**src/rtl/uart_rx_datapath_if.sv**
```systemverilog
// Received-byte stream between the UART Rx datapath (master) and its consumer (slave).
interface uart_rx_datapath_if #(
  parameter int DATA_BITS = 8
);
  logic [DATA_BITS-1:0] data;
  logic                 valid;
  logic                 ready;

  modport master (output data, output valid, input ready);
  modport slave  (input data, input valid, output ready);
endinterface

```
**src/rtl/uart_rx_datapath.sv**
```systemverilog
// UART Rx datapath: LSB-first shifter, parity/stop checking, one-entry output buffer.
// Define UART_RX_ERR_COUNT_EN to add saturating parity/frame error counters.
module uart_rx_datapath #(
  parameter int DATA_BITS  = 8,
  parameter bit PARITY_ODD = 1'b0
) (
  input  logic               clk,
  input  logic               reset,
  input  logic               serial_in,
  input  logic               shift,
  input  logic               check_parity,
  input  logic               check_stop,
  output logic               parity_error,
  uart_rx_datapath_if.master rx,
  output logic               parity_err,
  output logic               frame_err,
  output logic               overrun,
  input  logic               clear_status
`ifdef UART_RX_ERR_COUNT_EN
  ,
  output logic [7:0]         parity_err_count,
  output logic [7:0]         frame_err_count
`endif
);

  logic [DATA_BITS-1:0] shift_reg_r;
  logic                 par_acc_r;
  logic [DATA_BITS-1:0] shift_nxt_s;
  logic                 par_nxt_s;
  logic                 good_stop_s;
  logic                 bad_stop_s;
  logic                 par_fail_s;
  logic [DATA_BITS-1:0] data_nxt_s;
  logic                 valid_nxt_s;
  logic                 ovr_set_s;

  function automatic logic parity_mismatch(input logic acc, input logic bit_in);
    return acc ^ bit_in ^ PARITY_ODD;
  endfunction

  // The FSM samples this in the same cycle, so it must stay combinational.
  assign parity_error = check_parity & parity_mismatch(par_acc_r, serial_in);

  // Per-bit decode of the FSM strobes; stop outranks parity, parity outranks shift.
  always_comb begin
    shift_nxt_s = shift_reg_r;
    par_nxt_s   = par_acc_r;
    good_stop_s = 1'b0;
    bad_stop_s  = 1'b0;
    par_fail_s  = 1'b0;
    if (check_stop) begin
      good_stop_s = serial_in;
      bad_stop_s  = ~serial_in;
    end else if (check_parity) begin
      par_fail_s = parity_error;
    end else if (shift) begin
      shift_nxt_s = {serial_in, shift_reg_r[DATA_BITS-1:1]};
      par_nxt_s   = par_acc_r ^ serial_in;
    end else begin
      shift_nxt_s = {DATA_BITS{1'b0}};
      par_nxt_s   = 1'b0;
    end
  end

  // Output buffer: load when empty or popped this cycle, else drop the new byte.
  always_comb begin
    data_nxt_s  = rx.data;
    valid_nxt_s = rx.valid;
    ovr_set_s   = 1'b0;
    if (good_stop_s) begin
      if (!rx.valid || rx.ready) begin
        data_nxt_s  = shift_reg_r;
        valid_nxt_s = 1'b1;
      end else begin
        ovr_set_s = 1'b1;
      end
    end else if (rx.valid && rx.ready) begin
      valid_nxt_s = 1'b0;
    end else begin
      valid_nxt_s = rx.valid;
    end
  end

  // State and registered status outputs; an overrun event beats clear_status.
  always_ff @(posedge clk or posedge reset) begin
    if (reset) begin
      shift_reg_r <= {DATA_BITS{1'b0}};
      par_acc_r   <= 1'b0;
      rx.data     <= {DATA_BITS{1'b0}};
      rx.valid    <= 1'b0;
      parity_err  <= 1'b0;
      frame_err   <= 1'b0;
      overrun     <= 1'b0;
    end else begin
      shift_reg_r <= shift_nxt_s;
      par_acc_r   <= par_nxt_s;
      rx.data     <= data_nxt_s;
      rx.valid    <= valid_nxt_s;
      parity_err  <= par_fail_s;
      frame_err   <= bad_stop_s;
      overrun     <= ovr_set_s | (overrun & ~clear_status);
    end
  end

`ifdef UART_RX_ERR_COUNT_EN
  function automatic logic [7:0] sat_inc(input logic [7:0] value);
    return (value == 8'd255) ? value : value + 8'd1;
  endfunction

  // Saturating error counters; clear_status wins over a same-cycle increment.
  always_ff @(posedge clk or posedge reset) begin
    if (reset) begin
      parity_err_count <= 8'd0;
      frame_err_count  <= 8'd0;
    end else if (clear_status) begin
      parity_err_count <= 8'd0;
      frame_err_count  <= 8'd0;
    end else begin
      parity_err_count <= par_fail_s ? sat_inc(parity_err_count) : parity_err_count;
      frame_err_count  <= bad_stop_s ? sat_inc(frame_err_count) : frame_err_count;
    end
  end
`endif

endmodule

```
**src/flat_wrapper.sv**
```systemverilog
// flat-port wrapper written by rule: the top's interface ports become plain ports
module uart_rx_datapath_flat 
#(
  parameter int DATA_BITS  = 8,
  parameter bit PARITY_ODD = 1'b0
)
  (clk, reset, serial_in, shift, check_parity, check_stop, parity_error, parity_err, frame_err, overrun, clear_status, rx_data, rx_valid, rx_ready);
  uart_rx_datapath_if #(.DATA_BITS(DATA_BITS)) rx_i ();
  input  logic clk;
  input  logic reset;
  input  logic serial_in;
  input  logic shift;
  input  logic check_parity;
  input  logic check_stop;
  output logic parity_error;
  output logic parity_err;
  output logic frame_err;
  output logic overrun;
  input  logic clear_status;
  output wire logic [$bits(rx_i.data)-1:0] rx_data;
  output wire logic [$bits(rx_i.valid)-1:0] rx_valid;
  input wire logic [$bits(rx_i.ready)-1:0] rx_ready;
  assign rx_data = rx_i.data;
  assign rx_valid = rx_i.valid;
  assign rx_i.ready = rx_ready;
  uart_rx_datapath #(.DATA_BITS(DATA_BITS), .PARITY_ODD(PARITY_ODD)) u_core (.clk(clk), .reset(reset), .serial_in(serial_in), .shift(shift), .check_parity(check_parity), .check_stop(check_stop), .parity_error(parity_error), .rx(rx_i), .parity_err(parity_err), .frame_err(frame_err), .overrun(overrun), .clear_status(clear_status));
endmodule
```
**config.mk**
```make
export PLATFORM = sky130hd
export DESIGN_NAME = uart_rx_datapath_flat
export DESIGN_NICKNAME = d
export VERILOG_FILES = /design/src/rtl/uart_rx_datapath_if.sv /design/src/rtl/uart_rx_datapath.sv /design/src/flat_wrapper.sv
export SDC_FILE = /design/constraint.sdc
export NUM_CORES = 1
export LEC_CHECK = 0
export ABC_AREA = 1
export CORE_AREA = 2 2 44 46
export CTS_BUF_LIST = sky130_fd_sc_hd__clkbuf_2
export CTS_CLUSTER_DIAMETER = 150
export DETAILED_ROUTE_END_ITERATION = 8
export DIE_AREA = 0 0 46 48
export GPL_TIMING_DRIVEN = 0
export PLACE_DENSITY = 0.81
export SLEW_MARGIN = 15
export SYNTH_ARGS = -nofsm -noshare
export SYNTH_HDL_FRONTEND = slang
export SYNTH_SLANG_ARGS = --single-unit
```
**constraint.sdc**
```tcl
create_clock -name clk -period 1.6 [get_ports clk]
set_input_delay 0.4 -clock clk [delete_from_list [all_inputs] [get_ports clk]]
set_output_delay 0.4 -clock clk [all_outputs]
set_load 0.005 [all_outputs]
```
==> run summary <==
Clk_skew: 0.00156 ns
Pwr dens: 800 mW/mm²
Synthesized flop and latch total: 21
TritonCTS Buffers: 3
Layout area overhead: 43.1%
Critical path type: flop to output pin
DRC violations left: 0
Cell mode on critical path: nand2_2
First-pass GRT wire length: 2530 µm
Multi-input gate area: 299 µm²
Syn Nets: 104
Via density: 4.67
Largest net degree at the start of global routing: 22
CTS root buf: clkbuf_2
Worst path bufs/invs: 3
Post-synth top area cell: dfrtp_1
Syn_area_per_cell: 8.98 µm²
DIE HEIGHT: 48 µm
Post-synth top area share: 61.0%
Final WL: 1680 µm
Hold Slack: 0.475 ns
Worst ir drop on vdd: 0.469 mV
Post-synth EDFFs: 0
Inserted Diodes: 0
Slew @ Worst Pin: 0.764 ns
Synth Warn #: 0
Mapped Area: 862 µm²
Core ar.: 0.00169 mm²
Max stage delay on crit path: 0.44 ns
FFs w/ async S/R, synth: 100%
Layout cell share with drive strength beyond 1: 22.7%
Chip Width: 46 µm
CP Capture Type: output pin
CTS tree: done
Lkg Pwr: 0.871 nW
Port Buf Inserts: 20
Reg clk slew, reported paths: 0.19 ns
Cell Rows: 15
Top_reg_cell synth: dfrtp_1
Max-cap violations: 0
Sum Neg Setup Slack: 0 ns
Setup WS post-layout: 0.0566 ns
Status: finished, final reports clean
Final min period: 1.54 ns
Reg area: 526 µm²
Filler instances: 134
RePlAce Congestion: 0.708
Cells after Synth: 96
Req. time, crit path: 1.20 ns
Global Route Usage Sum: 16.5%
Clock Path Buffers: 2
Most frequent cells after synthesis: nand2_1, dfrtp_1, inv_1, nand3_1
Seq/Total Area, Yosys: 61.0%
Most frequent cell after synthesis: nand2_1
Initial DRC count: 10
Boundary Pins: 21
Tcrit/Tclk final: 96.5%
Wire per inst: 11.3 µm
Worst hold path class: primary input to flop
Crit-path cells: inv_1 -> nand2_2 -> nand2_2 -> nand2_2 -> inv_2 -> buf_6
Initial antenna violation count: 0
RSZ-0062 raised after global routing: true
Max Transition Viols Final: 0
TritonRoute pass-1 iters: 4
Worst Path Arrival: 1.14 ns
Nets: 141
GR Overflow Total: 0
CP top delay family: flip-flops
Placed insts: 133
Dpl ws: -0.564 ns
Detailed-placement wirelength estimate: 1070 µm
Main area contributors after synthesis: dfrtp_1, nand2_1, nand3_1
Relative slew slack: 49.0%
Sink Count: 21
Vias: 696
Number of global-route vias before repair: 599
Initial Utilization: 51.0%
Crit path max fanout: 3
Final core utilization: 73.0%
# hold bufs at CTS: 0
Area of the die: 0.00221 mm²
Final Hold Viols: 0
Synth unique cells: 12
Clk Latency, worst-skew pair: 0.30 ns
Placed cell area: 0.00108 mm²
Endpoints failing setup: 0
Final instance area: 0.00123 mm²
H-tree depth: 1
Routed Antenna Nets: 0
Final cell count without fillers: 149
F_max: 648 MHz
Slowest cell on the critical path: dfrtp_1
R2R Setup Slk: 0.13 ns
Pwr Total: 0.987 mW
CP startpoint kind: flop
## state kept, by name, summed over array words and instances (netlist names)
register	cells
u_core.frame_err	1
u_core.overrun	1
u_core.par_acc_r	1
u_core.parity_err	1
u_core.rx.data	8
u_core.rx.valid	1
u_core.shift_reg_r	8
## kinds of logic after synthesis
logic type,after synthesis,share of synthesized area [%]
AOI/OAI and AO/OA,1,0.726
buffers and inverters,11,5.51
DFF,21,61.0
and+or+nand+nor,63,32.8
## report_power, final
part	switching [mW]	internal, mW	total [mW]	leakage [nW]
Combinational	0.0852	0.104	0.190	0.569
Clock	0.154	0.0662	0.221	0.0166
Sequential	0.0164	0.560	0.576	0.286
## cells in the final DEF (no fill, tap or decap)
master | netlist | routed
dfrtp_1 | 21 | 21
clkinv_4 | 1 | 1
buf_6 | 0 | 2
nand2_4 | 2 | 2
nand3_1 | 8 | 8
nor2_1 | 2 | 2
inv_2 | 1 | 2
dlygate4sd2_1 | 0 | 2
nor2_8 | 1 | 1
o22ai_1 | 1 | 1
buf_4 | 0 | 11
nand2_1 | 48 | 44
clkdlybuf4s50_1 | 0 | 6
nand2_2 | 2 | 6
dlymetal6s2s_1 | 0 | 11
buf_2 | 1 | 1
clkbuf_2 | 0 | 4
inv_1 | 8 | 7
## worst paths after layout
kind,cells past startpoint,startpoint,endpoint
max,6,u_core.par_acc_r$_DFFE_PP0P_,parity_error
min,2,serial_in,u_core.frame_err$_DFF_PP0_
max reg2reg,10,u_core.par_acc_r$_DFFE_PP0P_,u_core.par_acc_r$_DFFE_PP0P_
min reg2reg,2,u_core.rx.data[0]$_DFFE_PP0P_,u_core.rx.data[0]$_DFFE_PP0P_
max in group asynchronous,2,reset,u_core.overrun$_DFF_PP0_
min in group asynchronous,2,reset,u_core.rx.data[5]$_DFFE_PP0P_
## layout make-up
type	count	area share, %
Multi-Input combinational cell	64	24.2
Clock buffer	4	1.62
Tap cell	17	1.72
Inverter	10	3.45
Timing Repair Buffer	32	26.0
Sequential cell	21	42.6
Buffer	1	0.406
## timing repair
| action | CTS | global route |
|---|---|---|
| resized for setup | 6 | 18 |
| setup endpoints to repair | 3 | 13 |
| hold endpoints to repair | 0 | 0 |
| setup buffers | 9 | 4 |
| pin swaps | 2 | 4 |
## layer usage
metal / up-vias / GRT usage [%] / part of all wire, %
met5: - / 0 / 0
met4: 0 / 6.86 / 0.60
met3: 2 / 3.40 / 5.3
met2: 19 / 27.2 / 51
met1: 313 / 21.2 / 43
li1: 362 / - / -
No activity file was read; power rests on OpenSTA's default activity.
